<file path="config.mk">
export PLATFORM = sky130hd
export DESIGN_NAME = save_writeback
export DESIGN_NICKNAME = d
export VERILOG_FILES = /design/src/rtl/save_writeback.sv
export SDC_FILE = /design/constraint.sdc
export NUM_CORES = 2
export LEC_CHECK = 0
export CORE_AREA = 3 3 524 526
export CTS_BUF_LIST = sky130_fd_sc_hd__clkbuf_8
export DETAILED_ROUTE_END_ITERATION = 8
export DIE_AREA = 0 0 527 529
export MAX_ROUTING_LAYER = met4
export SLEW_MARGIN = 20
export SYNTH_ARGS = -nofsm -noshare
export SYNTH_HDL_FRONTEND = slang
export SYNTH_SLANG_ARGS = --single-unit
</file>
<file path="constraint.sdc">
create_clock -name kernel_clk -period 5.39 [get_ports kernel_clk]
set_clock_uncertainty 0.05 [all_clocks]
set_input_delay 1.3475 -clock kernel_clk [delete_from_list [all_inputs] [get_ports kernel_clk]]
set_output_delay 1.3475 -clock kernel_clk [all_outputs]
set_load 0.05 [all_outputs]
</file>
<file path="src/rtl/save_writeback.sv">
// Store engine: decodes a save instruction, reads a contiguous range of buffer lines
// and streams them as AXI4-Stream beats to the AXI write master.
module save_writeback #(
    parameter int SAVE_INST_LENGTH   = 128,
    parameter int C_M_AXI_ADDR_WIDTH = 64,
    parameter int C_M_AXI_DATA_WIDTH = 512,
    parameter int C_XFER_SIZE_WIDTH  = 32,
    parameter int C_BUF_ADDR_WIDTH   = 9
) (
    input  logic                          kernel_clk,
    input  logic                          kernel_rst_n,
    input  logic                          ap_start,
    output logic                          ap_done,
    input  logic [C_M_AXI_ADDR_WIDTH-1:0] ctrl_addr_offset,
    input  logic [SAVE_INST_LENGTH-1:0]   ctrl_instruction,
    output logic                          save_read_buffer_a_en,
    output logic [C_BUF_ADDR_WIDTH-1:0]   save_read_buffer_a_addr,
    input  logic [C_M_AXI_DATA_WIDTH-1:0] save_read_buffer_a_data,
    output logic                          wr_start,
    output logic [C_M_AXI_ADDR_WIDTH-1:0] wr_addr,
    output logic [C_XFER_SIZE_WIDTH-1:0]  wr_size,
    input  logic                          wr_done,
    output logic                          m_axis_tvalid,
    input  logic                          m_axis_tready,
    output logic [C_M_AXI_DATA_WIDTH-1:0] m_axis_tdata,
    output logic                          m_axis_tlast
);

    localparam int BW = C_BUF_ADDR_WIDTH;
    localparam int DW = C_M_AXI_DATA_WIDTH;
    localparam logic [BW:0] CNT_ONE = 1;

    typedef enum logic [2:0] {
        S_IDLE,
        S_DECODE,
        S_START,
        S_STREAM,
        S_WAIT_WR,
        S_DONE
    } state_t;

    state_t                          state;
    logic [C_M_AXI_ADDR_WIDTH-1:0]   offset_q;
    logic [BW-1:0]                   buf_start_q;
    logic [BW-1:0]                   line_cnt_q;
    logic [15:0]                     byte_len_q;
    logic [31:0]                     dram_addr_q;
    logic [BW:0]                     rd_cnt;
    logic [BW:0]                     push_cnt;
    logic                            inflight;
    logic                            wr_done_seen;

    // Two-entry output FIFO: the head slot drives m_axis_* straight from registers.
    logic                            out_valid;
    logic                            out_last;
    logic [DW-1:0]                   out_data;
    logic                            spare_valid;
    logic                            spare_last;
    logic [DW-1:0]                   spare_data;

    logic                            pop;
    logic                            push;
    logic                            push_last;
    logic [1:0]                      occupancy;
    logic                            room;
    logic                            reads_left;
    logic                            rd_fire;

    logic unused_inst_bits;
    assign unused_inst_bits = ^{ctrl_instruction[31:0], ctrl_instruction[79:64],
                                ctrl_instruction[63:48+BW], ctrl_instruction[47:32+BW]};

    assign pop        = out_valid & m_axis_tready;
    assign push       = inflight;
    assign push_last  = (push_cnt + CNT_ONE) == {1'b0, line_cnt_q};
    assign occupancy  = {1'b0, out_valid} + {1'b0, spare_valid} + {1'b0, inflight};
    // A read lands two edges after the decision, so reserve a slot unless the head leaves now.
    assign room       = {1'b0, occupancy} < (3'd2 + {2'b0, pop});
    assign reads_left = rd_cnt < {1'b0, line_cnt_q};

    always_comb begin
        // NOTE: assign a default before any condition so no path leaves rd_fire unassigned (no latch).
        rd_fire = 1'b0;
        if (state == S_STREAM && reads_left && room) begin
            rd_fire = 1'b1;
        end
    end

    assign save_read_buffer_a_en   = rd_fire;
    assign save_read_buffer_a_addr = buf_start_q + rd_cnt[BW-1:0];

    assign m_axis_tvalid = out_valid;
    assign m_axis_tdata  = out_data;
    assign m_axis_tlast  = out_last;

    always_ff @(posedge kernel_clk or negedge kernel_rst_n) begin
        if (!kernel_rst_n) begin
            state        <= S_IDLE;
            offset_q     <= '0;
            buf_start_q  <= '0;
            line_cnt_q   <= '0;
            byte_len_q   <= '0;
            dram_addr_q  <= '0;
            rd_cnt       <= '0;
            push_cnt     <= '0;
            inflight     <= 1'b0;
            wr_done_seen <= 1'b0;
            ap_done      <= 1'b0;
            wr_start     <= 1'b0;
            wr_addr      <= '0;
            wr_size      <= '0;
        end else begin
            // NOTE: non-blocking everywhere here so every register sees pre-edge values.
            ap_done  <= 1'b0;
            wr_start <= 1'b0;
            inflight <= rd_fire;
            if (rd_fire) begin
                rd_cnt <= rd_cnt + CNT_ONE;
            end
            if (inflight) begin
                push_cnt <= push_cnt + CNT_ONE;
            end
            if (wr_done && (state == S_START || state == S_STREAM)) begin
                wr_done_seen <= 1'b1;
            end

            case (state)
                S_IDLE: begin
                    if (ap_start) begin
                        offset_q     <= ctrl_addr_offset;
                        buf_start_q  <= ctrl_instruction[32 +: BW];
                        line_cnt_q   <= ctrl_instruction[48 +: BW];
                        byte_len_q   <= ctrl_instruction[95:80];
                        dram_addr_q  <= ctrl_instruction[127:96];
                        rd_cnt       <= '0;
                        push_cnt     <= '0;
                        wr_done_seen <= 1'b0;
                        state        <= S_DECODE;
                    end
                end
                S_DECODE: begin
                    wr_addr <= offset_q + C_M_AXI_ADDR_WIDTH'(dram_addr_q);
                    wr_size <= C_XFER_SIZE_WIDTH'(byte_len_q);
                    if (line_cnt_q == '0) begin
                        ap_done <= 1'b1;
                        state   <= S_DONE;
                    end else begin
                        wr_start <= 1'b1;
                        state    <= S_START;
                    end
                end
                S_START: begin
                    state <= S_STREAM;
                end
                S_STREAM: begin
                    if (pop && out_last) begin
                        state <= S_WAIT_WR;
                    end
                end
                S_WAIT_WR: begin
                    if (wr_done || wr_done_seen) begin
                        ap_done <= 1'b1;
                        state   <= S_DONE;
                    end
                end
                S_DONE: begin
                    state <= S_IDLE;
                end
                default: begin
                    state <= S_IDLE;
                end
            endcase
        end
    end

    always_ff @(posedge kernel_clk or negedge kernel_rst_n) begin
        if (!kernel_rst_n) begin
            // NOTE: the FIFO data words are reset as well so m_axis_tdata reads 0 out of reset.
            out_valid   <= 1'b0;
            out_last    <= 1'b0;
            out_data    <= '0;
            spare_valid <= 1'b0;
            spare_last  <= 1'b0;
            spare_data  <= '0;
        end else if (pop || !out_valid) begin
            if (spare_valid) begin
                out_valid   <= 1'b1;
                out_last    <= spare_last;
                out_data    <= spare_data;
                spare_valid <= push;
                spare_last  <= push & push_last;
                spare_data  <= save_read_buffer_a_data;
            end else begin
                out_valid   <= push;
                out_last    <= push & push_last;
                if (push) begin
                    out_data <= save_read_buffer_a_data;
                end
                spare_valid <= 1'b0;
            end
        end else if (push) begin
            // Head is stalled; the read guard guarantees the spare slot is free here.
            spare_valid <= 1'b1;
            spare_last  <= push_last;
            spare_data  <= save_read_buffer_a_data;
        end
    end

endmodule

</file>
==> run metrics <==
crit-path cells ha_1, inv_1, fa_1, inv_1, a21oi_1, o21ai_0, a21oi_1, o21bai_2, xor2_1, clkdlybuf4s15_2; crit path DAT 3.69 ns; vias per cell 4.16; Comb pwr share 49.7%; Hold WC Path Type input pin to asynchronous set/reset pin; number of hold buffers added after cts 0; final core utilization 28.1%; cell area power density 696 nW/um^2; sequential cell area 31700 sq um; root buffer cell clkbuf_8; Post-synth EDFFs 0; clock slew at reported path FFs 0.06 ns; Worst Max-Slew Pin Slew 1.12 ns; Final Power 52.9 mW; Final Hold Fails 0; CP Capture Type output pin; Initial Util 20.1%; sw frac 44.7%; top cells by area, synth dfrtp_1 (58%), mux2_2 (11%), mux2i_1 (9.5%), nand2_1 (6.8%), o21ai_0 (5.5%); # DRC 0; min Tclk post-route 5.09 ns; vias in the first global route 42000; Routed wire per std cell 21.4 microns; Reg-to-Reg End m_axis_tdata[142]; worst r2r src spare_valid; area grow syn2layout 39.9%; reg-to-reg slack, setup 1.77 ns; status completed; Nets 6700; maximum clock rate 0.197 GHz; Final Cell Area 76000 sq um; crit path launch type flip-flop; # rows 191; initial antenna violation count 125; clock power share 18.4%; Yosys reg bits 1265; number of max-cap violations 0; layout cell share with drive strength beyond 1 15.9%; largest net degree at the start of global routing 191; die area 279000 sq um; core footprint 271000 sq um; Critical Path Slowest Stage Cell dfrtp_1; routing usage on met1 16.3%; Worst-Skew Late Latency 0.95 ns; Setup crit end save_read_buffer_a_addr[6]; grt ovf 0; CTS tree built; fin. max-slew vios 0; Bufs on Longest Clock Path 4; P_leak 32.2 nW; Most used DFF post-synth dfrtp_1; Cell Area, Placed 70800 sq um; Worst VDD drop 408 uV; share of synthesized registers carrying an async set or reset 100%; Buf/Inv on CP 3; area of the multi-input gates 21200 sq um; Die Ht 529 microns; top post-synthesis cells by count dfrtp_1 (1265), nand2_1 (986), o21ai_0 (599); Synth area leader dfrtp_1; cell area after synthesis 54300 sq um; CP Launch Point rd_cnt[0]; Crit Path Class flip-flop to output pin; NetSw 23.7 mW; critical path depth in cells 10; CP Max Fanout 7; Routed Antenna Nets 0; HPWL after DPL 157000 microns; CTS Sinks 1265; Total GRT Usage 14.9%; Pre-antenna DRT Iters 5; Internal Pwr Total 29.2 mW; GRT Max-Usage Layer met2; CP delay by family, top compound AO/OA/AOI/OAI gates; first-pass GRT wire length 298000 microns; Fillers 27900; number of buffers inserted by port buffering 1252; CP max stage delay 0.48 ns; sequential power share 31.9%; CTS buffer count 231; met3 usage 7.01%; Yosys cell types 72; gpl congestion 0.878; H-tree depth 4; GR Util met2 23.2%; post-synth top area share 58.3%; Post CTS Setup Buffer Count 0; Synth warnings 0; Mean Syn Cell Area 11.6 sq um; worst reg2reg path depth 5; cells after synthesis 4682; First DRT Iteration DRCs 2200; via count 40700; CP required 3.99 ns; post-synthesis sequential area ratio 58.3%; Final Setup Violations 0; most common cell in the netlist dfrtp_1; Final period util 94.4%; worst rel slew slack 25.0%; die span in x 527 microns; I/O pin cnt 1331; DRT Wirelength 209000 microns
==> area by class of cell <==
| type | instances | area share, % |
|---|---|---|
| Antenna cell | 91 | 0.300 |
| Clock buffer | 297 | 5.38 |
| Clock inverter | 115 | 1.08 |
| Inverter | 39 | 0.193 |
| Multi-Input combinational cell | 3087 | 28.0 |
| Sequential cell | 1265 | 41.7 |
| Tap cell | 3570 | 5.88 |
| Timing Repair Buffer | 1314 | 17.5 |
==> flip-flops by register name (all words and copies together), names as in the netlist, 9 cells and up <==
register	count
m_axis_tdata	512
spare_data	512
offset_q	64
wr_addr	64
dram_addr_q	32
byte_len_q	16
wr_size	16
push_cnt	10
rd_cnt	10
buf_start_q	9
line_cnt_q	9
==> worst min-delay path by stage <==
stage                   start         endpoint  slack (ns)  depth (start not counted)
2_1_floorplan   byte_len_q[0]    byte_len_q[0]        0.39                          2
3_3_place_gp    byte_len_q[8]    byte_len_q[8]        0.41                          2
3_5_place_dp   byte_len_q[14]   byte_len_q[14]        0.41                          2
4_1_cts          kernel_rst_n  spare_data[399]        0.26                          1
5_1_grt          kernel_rst_n  spare_data[354]        0.27                          1
6_report         kernel_rst_n  spare_data[354]        0.38                          1
==> power groups by stage <==
stage	Clock, mW	Combinational, mW	Sequential [mW]
2_1_floorplan	0	10.3	23.6
3_3_place_gp	0	26.2	16.7
3_5_place_dp	0	26.5	17.0
4_1_cts	10.1	26.6	16.8
5_1_grt	10.6	28.0	17.4
6_report	9.76	26.3	16.9
==> worst reg2reg max path, stage by stage (launching register included) <==
cell and delay [ns]:
dfrtp_4 0.68, buf_4 0.60, buf_4 0.78, buf_4 0.84, mux2i_1 0.41, o21ai_0 0.12
==> layout by cell type, fill, tap and decap left out, types with 4 or more instances in the layout <==
| cell type | n |
|---|---|
| and3_1 | 11 |
| nor4_1 | 5 |
| dfrtp_1 | 1264 |
| nor3_1 | 14 |
| clkinvlp_4 | 6 |
| mux2i_1 | 516 |
| nand4_1 | 16 |
| nor2_1 | 51 |
| buf_12 | 24 |
| o21ai_0 | 599 |
| mux2_2 | 533 |
| nand3_1 | 26 |
| diode_2 | 91 |
| o21a_1 | 5 |
| o21ai_1 | 17 |
| a21oi_1 | 50 |
| clkinv_2 | 23 |
| a31oi_1 | 6 |
| buf_4 | 39 |
| a21o_1 | 14 |
| o21bai_1 | 6 |
| inv_1 | 107 |
| clkbuf_8 | 297 |
| nor2b_1 | 4 |
| a211oi_1 | 4 |
| ha_1 | 50 |
| nand2_1 | 985 |
| clkdlybuf4s50_1 | 1245 |
| xnor2_1 | 61 |
| xor2_1 | 37 |
| conb_1 | 16 |
| bufinv_16 | 10 |
==> kinds of logic after synthesis <==
family / synth area share, %
flip-flops: 58.3
XOR/XNOR: 1.58
AO/OA/AOI/OAI: 7.19
adder cells (fa/ha/maj): 1.26
other: 0.00691
multiplexers: 20.6
AND/OR/NAND/NOR: 8.35
buffers and inverters: 2.71
==> timing repair <==
| item | 4_1_cts | 5_1_grt |
|---|---|---|
| setup endpoints to repair | 2 | 2 |
| pin swaps | 0 | 0 |
| gates resized for setup | 4 | 1 |
==> per-stage QoR <==
step	cells	hold slack (ns)	worst slack (ns)	TNS [ns]
6_report	9778	0.379	0.302	0
5_1_grt	9774	0.270	-0.0381	-0.0747
4_1_cts	9687	0.257	0.0283	0
3_5_place_dp	9275	0.414	0.752	0
3_3_place_gp	9275	0.406	0.684	0
2_1_floorplan	4697	0.392	1.32	0
==> per-layer routing <==
layer	share of wire, %	up-vias
met5	0	-
met4	3.7	0
met3	11	367
met2	46	1539
met1	39	20000
li1	-	18700
Note: power is estimated with default switching activity, not from simulation.
